[src/rtl/muldiv_pkg.sv]
// muldiv_pkg: shared definitions for the iterative multiply/divide unit.
//   W_DEF    default operand width
//   OP_*     3-bit operation encodings driven on muldiv_unit.op
//   state_t  controller states (IDLE -> CALC -> FIX -> IDLE)
//   abs_w()  conditional two's-complement negate. It is used to take operand
//            magnitudes and to apply the sign fix-up to results.
package muldiv_pkg;

    localparam int W_DEF = 32;

    localparam logic [2:0] OP_MULT  = 3'd0;
    localparam logic [2:0] OP_MULTU = 3'd1;
    localparam logic [2:0] OP_DIV   = 3'd2;
    localparam logic [2:0] OP_DIVU  = 3'd3;
    localparam logic [2:0] OP_MTHI  = 3'd4;
    localparam logic [2:0] OP_MTLO  = 3'd5;

    typedef enum logic [1:0] {
        ST_IDLE = 2'd0,
        ST_CALC = 2'd1,
        ST_FIX  = 2'd2
    } state_t;

    // Negate x when neg is set. With neg = sign bit this yields |x|.
    // The width is 2*W_DEF so one function serves both W-bit operands and
    // 2W-bit products. Callers zero-extend and truncate with casts.
    function automatic logic [2*W_DEF-1:0] abs_w(input logic [2*W_DEF-1:0] x,
                                                 input logic               neg);
        return neg ? -x : x;
    endfunction

endpackage

[src/rtl/muldiv_unit.sv]
// muldiv_unit: iterative multiply/divide unit that owns the HI/LO registers.
//   MULT/MULTU use an unsigned shift-add over W cycles.
//   DIV/DIVU use a restoring shift-subtract over W cycles.
//   Both paths end with a one-cycle sign fix-up and commit.
//   MTHI/MTLO write hi/lo directly in a single cycle.
// Configuration macro: MULDIV_DIV_EN.
//   Defined:   the divide datapath is built.
//   Undefined: ops 2/3 are ignored like the reserved ops.
// Ports:
//   clk, rst     clock (rising edge), asynchronous active-high reset
//   start, op    request and operation code
//   a, b         operands (rs / rt). They are captured on the accepting edge.
//   hi, lo       HI/LO architectural registers
//   busy         a multi-cycle operation is in flight
//   done         one-cycle pulse when hi/lo are committed by MULT*/DIV*
// Handshake: start is sampled only on an edge where busy==0. A start seen
// while busy==1 is dropped, not queued. busy rises on the accepting edge and
// falls on the same edge that raises done. A new start may therefore be
// accepted during the done cycle.
module muldiv_unit
    import muldiv_pkg::*;
#(
    parameter int W     = W_DEF,
    parameter int CNT_W = $clog2(W)
) (
    input  logic         clk,
    input  logic         rst,
    input  logic         start,
    input  logic [2:0]   op,
    input  logic [W-1:0] a,
    input  logic [W-1:0] b,
    output logic [W-1:0] hi,
    output logic [W-1:0] lo,
    output logic         busy,
    output logic         done
);

    state_t           state, state_next;
    logic [CNT_W-1:0] cnt;
    // During a multiply, the upper half holds the partial product and the
    // lower half holds the remaining multiplier bits.
    // During a divide, the upper half holds the remainder and the lower half
    // holds dividend bits that shift out as quotient bits shift in.
    logic [2*W-1:0]   acc;
    logic [W-1:0]     mag_b;
    logic             neg_res;

    logic             op_md;
    logic             op_signed;
    logic [W-1:0]     mag_a_in;
    logic [W-1:0]     mag_b_in;
    logic [W:0]       mul_sum;
    logic [2*W-1:0]   acc_step;
    logic [2*W-1:0]   prod;
    logic [W-1:0]     res_hi;
    logic [W-1:0]     res_lo;

`ifdef MULDIV_DIV_EN
    logic             is_div;
    logic             neg_rem;
    logic             div_zero;
    logic [W:0]       div_shift;
    logic [W:0]       div_diff;
    logic [W-1:0]     quo;
    logic [W-1:0]     rem;
`endif

    // Operation decode and operand magnitudes.
    always_comb begin
        op_md = (op == OP_MULT) || (op == OP_MULTU)
`ifdef MULDIV_DIV_EN
             || (op == OP_DIV) || (op == OP_DIVU)
`endif
             ;
        op_signed = (op == OP_MULT) || (op == OP_DIV);
        mag_a_in  = W'(abs_w((2*W_DEF)'(a), op_signed && a[W-1]));
        mag_b_in  = W'(abs_w((2*W_DEF)'(b), op_signed && b[W-1]));
    end

    // One iteration of the active datapath, plus the final fix-up values.
    always_comb begin
        mul_sum  = {1'b0, acc[2*W-1:W]} + {1'b0, (acc[0] ? mag_b : {W{1'b0}})};
        acc_step = {mul_sum, acc[W-1:1]};
        prod     = (2*W)'(abs_w((2*W_DEF)'(acc), neg_res));
        res_hi   = prod[2*W-1:W];
        res_lo   = prod[W-1:0];
`ifdef MULDIV_DIV_EN
        // Restoring step: the shifted remainder is W+1 bits, so the borrow
        // bit of the subtraction decides the quotient bit.
        div_shift = acc[2*W-1:W-1];
        div_diff  = div_shift - {1'b0, mag_b};
        quo       = W'(abs_w((2*W_DEF)'(acc[W-1:0]), neg_res));
        // For a zero divisor the remainder ends up as |a|. Giving it the
        // dividend's sign restores the raw a, so only lo needs an override.
        rem       = W'(abs_w((2*W_DEF)'(acc[2*W-1:W]), neg_rem));
        if (is_div) begin
            if (!div_diff[W]) acc_step = {div_diff[W-1:0], acc[W-2:0], 1'b1};
            else              acc_step = {div_shift[W-1:0], acc[W-2:0], 1'b0};
            res_hi = rem;
            res_lo = div_zero ? {W{1'b1}} : quo;
        end
`endif
    end

    // Controller: state register.
    always_ff @(posedge clk or posedge rst) begin
        if (rst) state <= ST_IDLE;
        else     state <= state_next;
    end

    // Controller: next state and busy.
    always_comb begin
        state_next = state;
        busy       = (state != ST_IDLE);
        case (state)
            ST_IDLE: if (start && op_md) state_next = ST_CALC;
            ST_CALC: if (cnt == CNT_W'(W-1)) state_next = ST_FIX;
            ST_FIX:  state_next = ST_IDLE;
            default: state_next = ST_IDLE;
        endcase
    end

    // Datapath and HI/LO registers.
    always_ff @(posedge clk or posedge rst) begin
        if (rst) begin
            acc      <= '0;
            mag_b    <= '0;
            cnt      <= '0;
            neg_res  <= 1'b0;
            hi       <= '0;
            lo       <= '0;
            done     <= 1'b0;
`ifdef MULDIV_DIV_EN
            is_div   <= 1'b0;
            neg_rem  <= 1'b0;
            div_zero <= 1'b0;
`endif
        end else begin
            done <= 1'b0;
            case (state)
                ST_IDLE: begin
                    if (start && op_md) begin
                        acc     <= {{W{1'b0}}, mag_a_in};
                        mag_b   <= mag_b_in;
                        cnt     <= '0;
                        neg_res <= op_signed && (a[W-1] ^ b[W-1]);
`ifdef MULDIV_DIV_EN
                        is_div   <= (op == OP_DIV) || (op == OP_DIVU);
                        neg_rem  <= op_signed && a[W-1];
                        div_zero <= (b == '0);
`endif
                    end else if (start && op == OP_MTHI) begin
                        hi <= a;
                    end else if (start && op == OP_MTLO) begin
                        lo <= a;
                    end
                end
                ST_CALC: begin
                    acc <= acc_step;
                    cnt <= cnt + 1'b1;
                end
                ST_FIX: begin
                    hi   <= res_hi;
                    lo   <= res_lo;
                    done <= 1'b1;
                end
                default: ;
            endcase
        end
    end

endmodule

[config.mk]
export PLATFORM = sky130hd
export DESIGN_NAME = muldiv_unit
export DESIGN_NICKNAME = d
export VERILOG_FILES = /design/src/rtl/muldiv_pkg.sv /design/src/rtl/muldiv_unit.sv
export SDC_FILE = /design/constraint.sdc
export NUM_CORES = 1
export LEC_CHECK = 0
export BUFFER_PORTS_ARGS = -buffer_cell sky130_fd_sc_hd__buf_4
export CAP_MARGIN = 5
export CORE_MARGIN = 4
export CORE_UTILIZATION = 40
export DETAILED_ROUTE_END_ITERATION = 10
export GPL_TIMING_DRIVEN = 1
export PLACE_DENSITY = 0.62
export SETUP_SLACK_MARGIN = 0.05
export SLEW_MARGIN = 20
export SYNTH_ARGS = -nofsm -noshare
export SYNTH_HDL_FRONTEND = slang
export SYNTH_SLANG_ARGS = --single-unit
[constraint.sdc]
create_clock -name clk -period 7.1 [get_ports clk]
set_input_delay 0.71 -clock clk [delete_from_list [all_inputs] [get_ports clk]]
set_output_delay 0.71 -clock clk [all_outputs]
set_load 0.02 [all_outputs]
==> run_results.csv <==
group,metric,value,unit
status,status,"completed",
finish,final_util,47.8,%
sta,tns,0,ns
floorplanning,num_rows,61,
clocking,path_clk_slew,0.07,ns
clocking,ctsHoldBuffers,0,
place,dp_hpwl,26100,µm
place,port-buffer-count,135,
logic_synthesis,ys_warn_count,0,
logic_synthesis,ys.flop_type,"dfrtp_1",
routing,dr_total_vias,10700,
worst_setup_path,crit_start,"acc[0]",
finish,seqCellArea,4230,µm²
logic_synthesis,ys_ff_latch,169,
clocking,cts_resized,0,
clocking,cts_setup_buffers,0,
routing,drt-total-wl,35200,µm
logic_synthesis,yosysUniqueCellTypes,73,
worst_setup_path,crit_type,"flip-flop to flip-flop",
power,p_clk_share,18.1,%
global_routing,grt_max_degree,101,
global_routing,grt-ovfl-total,0,
worst_setup_path,required,7.47,ns
sta,relSlewSlack,21.9,%
finish,area_growth,16.6,%
power,switchingPower,0.00255,W
power,combPwrFrac,47.2,%
clocking,clk_path_buf_depth,2,
routing,drc_errors,0,
sta,setup_viol,0,
power,p_int,0.00314,W
worst_setup_path,worstSetupEndpointType,"flip-flop",
min_path,hp-class,"primary input to async pin",
worst_setup_path,slowest_delay,0.94,ns
floorplanning,start_util,41.0,%
clocking,ctsRootBufferMaster,"clkbuf_16",
sta,fin_worst_skew,0.0119,ns
finish,design_area,13400,µm²
routing,dr.first_iter.drc_count,826,
routing,wire_per_inst,19.2,µm
power,ir_drop,0.184,mV
floorplanning,die_x,177,µm
power,seq_power_share,34.7,%
place,placed_area,12700,µm²
clocking,clock_latency,0.45,ns
logic_synthesis,synth_edf_count,0,
worst_setup_path,critical_path_arrival,4.35,ns
finish,fin_cells,1834,
sta,finalCritPeriodShare,55.9,%
worst_setup_path,worstReg2RegStart,"acc[0]",
sta,period_needed,3.97,ns
logic_synthesis,async_flop_share,100,%
logic_synthesis,ys_seq_area_share,36.8,%
global_routing,antenna_found_initial,0,
sta,hold_violations,0,
finish,multiInputGateArea,6870,µm²
flow_run,max_cap_viol_count,0,
worst_setup_path,slowest_stage,"dfrtp_1",
worst_setup_path,cp_max_fo,36,
clocking,numCtsBuffers,17,
worst_setup_path,cp-start-kind,"flip-flop",
routing,ant_nets,0,
clocking,cts_tree,"built",
finish,final_nets,1551,
power,power_switching_share,44.8,%
logic_synthesis,syn-num-nets,1472,
power,p_per_area,426,nW/µm²
sta,finalMaxSlewViolations,0,
sta,worst_pin_slew,1.17,ns
global_routing,gr-usage-all-layers,22.0,%
power,power_leakage,5.60,nW
floorplanning,die_h,177,µm
logic_synthesis,synth_area_per_cell,8.41,µm²
sta,max_freq,252,MHz
place,gp_congestion,0.913,
floorplanning,core_area,28000,µm²
logic_synthesis,netlist_instances,1364,
finish,num-fill-cells,2788,
worst_setup_path,crit_chain,"and2_1 -> ha_1 -> inv_1 -> fa_1 -> nor2b_1 -> o21a_1 -> a31o_2 -> a31oi_1 -> o41ai_1 -> a21oi_1 -> or4_1 -> nand3_1",
global_routing,grt_pass1_vias,9975,
place,place_inst,1802,
floorplanning,ios,136,
clocking,cts.sinks,169,
clocking,htreeDepth,4,
global_routing,grt_pass1_wl,55400,µm
logic_synthesis,synth.cell_area,11500,µm²
routing,drt-pass1-iter-count,6,
floorplanning,die-area,31500,µm²
finish,mostFrequentLayoutCells,"dfrtp_1 (169), nand2_1 (167), o21ai_0 (153)",
finish,layout-drive-gt1-share,14.6,%
sta,rsz0062_at_grt,"no",
finish,final_common_cell,"dfrtp_1",
finish,antennaDiodeCount,0,
routing,via_per_inst,5.83,
==> flip-flops by register name (all words and copies together) (netlist names) <==
register,flops
hi,32
cnt,5
mag_b,32
lo,32
acc,64
state,2
neg_res,1
done,1
==> power groups by stage <==
stage | registers [W] | logic, W | clock network [W]
after global placement | 0.00198 | 0.00264 | 0
final | 0.00198 | 0.00269 | 0.00103
after floorplan | 0.00197 | 0.00174 | 0
after detailed placement | 0.00199 | 0.00268 | 0
after CTS | 0.00197 | 0.00269 | 0.00104
after global routing | 0.00204 | 0.00299 | 0.00108
==> logic make-up (layout without fill, tap and decap cells) <==
family | count (synthesis) | after routing | synth area share [%]
buffers and inverters | 104 | 196 | 3.42
AND/OR/NAND/NOR | 492 | 492 | 21.5
XOR/XNOR | 117 | 117 | 8.93
adder cells (fa/ha/maj) | 38 | 38 | 4.21
AO/OA/AOI/OAI | 432 | 432 | 24.0
multiplexers | 12 | 12 | 1.08
flip-flops | 169 | 169 | 36.8
==> final timing paths <==
| path | slack, ns | endpoint | cells past startpoint |
|---|---|---|---|
| max in group asynchronous | 5.18 | acc[35] | 3 |
| max reg2reg | 3.13 | acc[61] | 12 |
| min in group clk | 0.47 | mag_b[8] | 2 |
| min reg2reg | 0.47 | mag_b[8] | 2 |
| min | 0.46 | lo[22] | 2 |
| max | 3.13 | acc[61] | 12 |
==> through the flow <==
stage,hold slack (ns),power (W),worst slack [ns]
floorplan,0.438,0.00371,1.81
finish,0.458,0.00570,3.13
global placement,0.456,0.00462,3.33
detailed placement,0.462,0.00467,3.24
CTS,0.478,0.00571,3.18
global route,0.504,0.00611,2.93
==> synth_stat cells (6+ instances only) <==
cell type,n,share of area (%)
ha_1,37,4.0
a31oi_1,17,0.93
o21a_1,10,0.65
and3_1,6,0.33
buf_1,9,0.29
a22oi_1,29,1.9
clkbuf_1,75,2.5
o21ai_0,153,6.7
a21o_1,18,1.2
o22ai_1,7,0.38
or3_1,22,1.2
xor2_1,66,5.0
nor4_1,13,0.71
o221ai_1,14,1.1
xnor2_1,51,3.9
o41ai_1,7,0.53
nand2_1,167,5.5
o211ai_1,7,0.46
nand4_1,11,0.60
mux2i_1,9,0.78
nand2b_1,7,0.38
nor2_1,93,3.0
or4_1,10,0.65
a21oi_1,81,3.5
o31ai_1,25,1.6
a211oi_1,7,0.46
inv_1,17,0.56
and2_1,38,2.1
nor3_1,35,1.5
a22o_1,16,1.2
nor2b_1,13,0.71
dfrtp_1,169,37
nand3_1,44,1.9
==> per-layer routing <==
layer	share of wire, %	wire length [µm]	GRT usage, %
met5	0	0	0
met4	2.4	856	6.80
met3	6.2	2180	2.60
met2	47	16700	36.8
met1	44	15500	30.0
==> layout make-up <==
| cell class | instances | area share [%] |
|---|---|---|
| repair buffers | 146 | 8.19 |
| multi-input cells | 1091 | 51.4 |
| inverters | 18 | 0.542 |
| clock buffers | 17 | 3.18 |
| flip-flops and latches | 169 | 31.6 |
| clock inverters | 15 | 1.59 |
| well taps | 378 | 3.53 |
==> critical path, delay by kind of cell (launching register included) <==
family,cells,cell delay [ns]
AO/OA/AOI/OAI,5,1.36
AND/OR/NAND/NOR,4,1.00
flip-flops,1,0.94
buffers and inverters,1,0.06
adder cells (fa/ha/maj),2,0.56
Power figures use the tool's default switching activity.
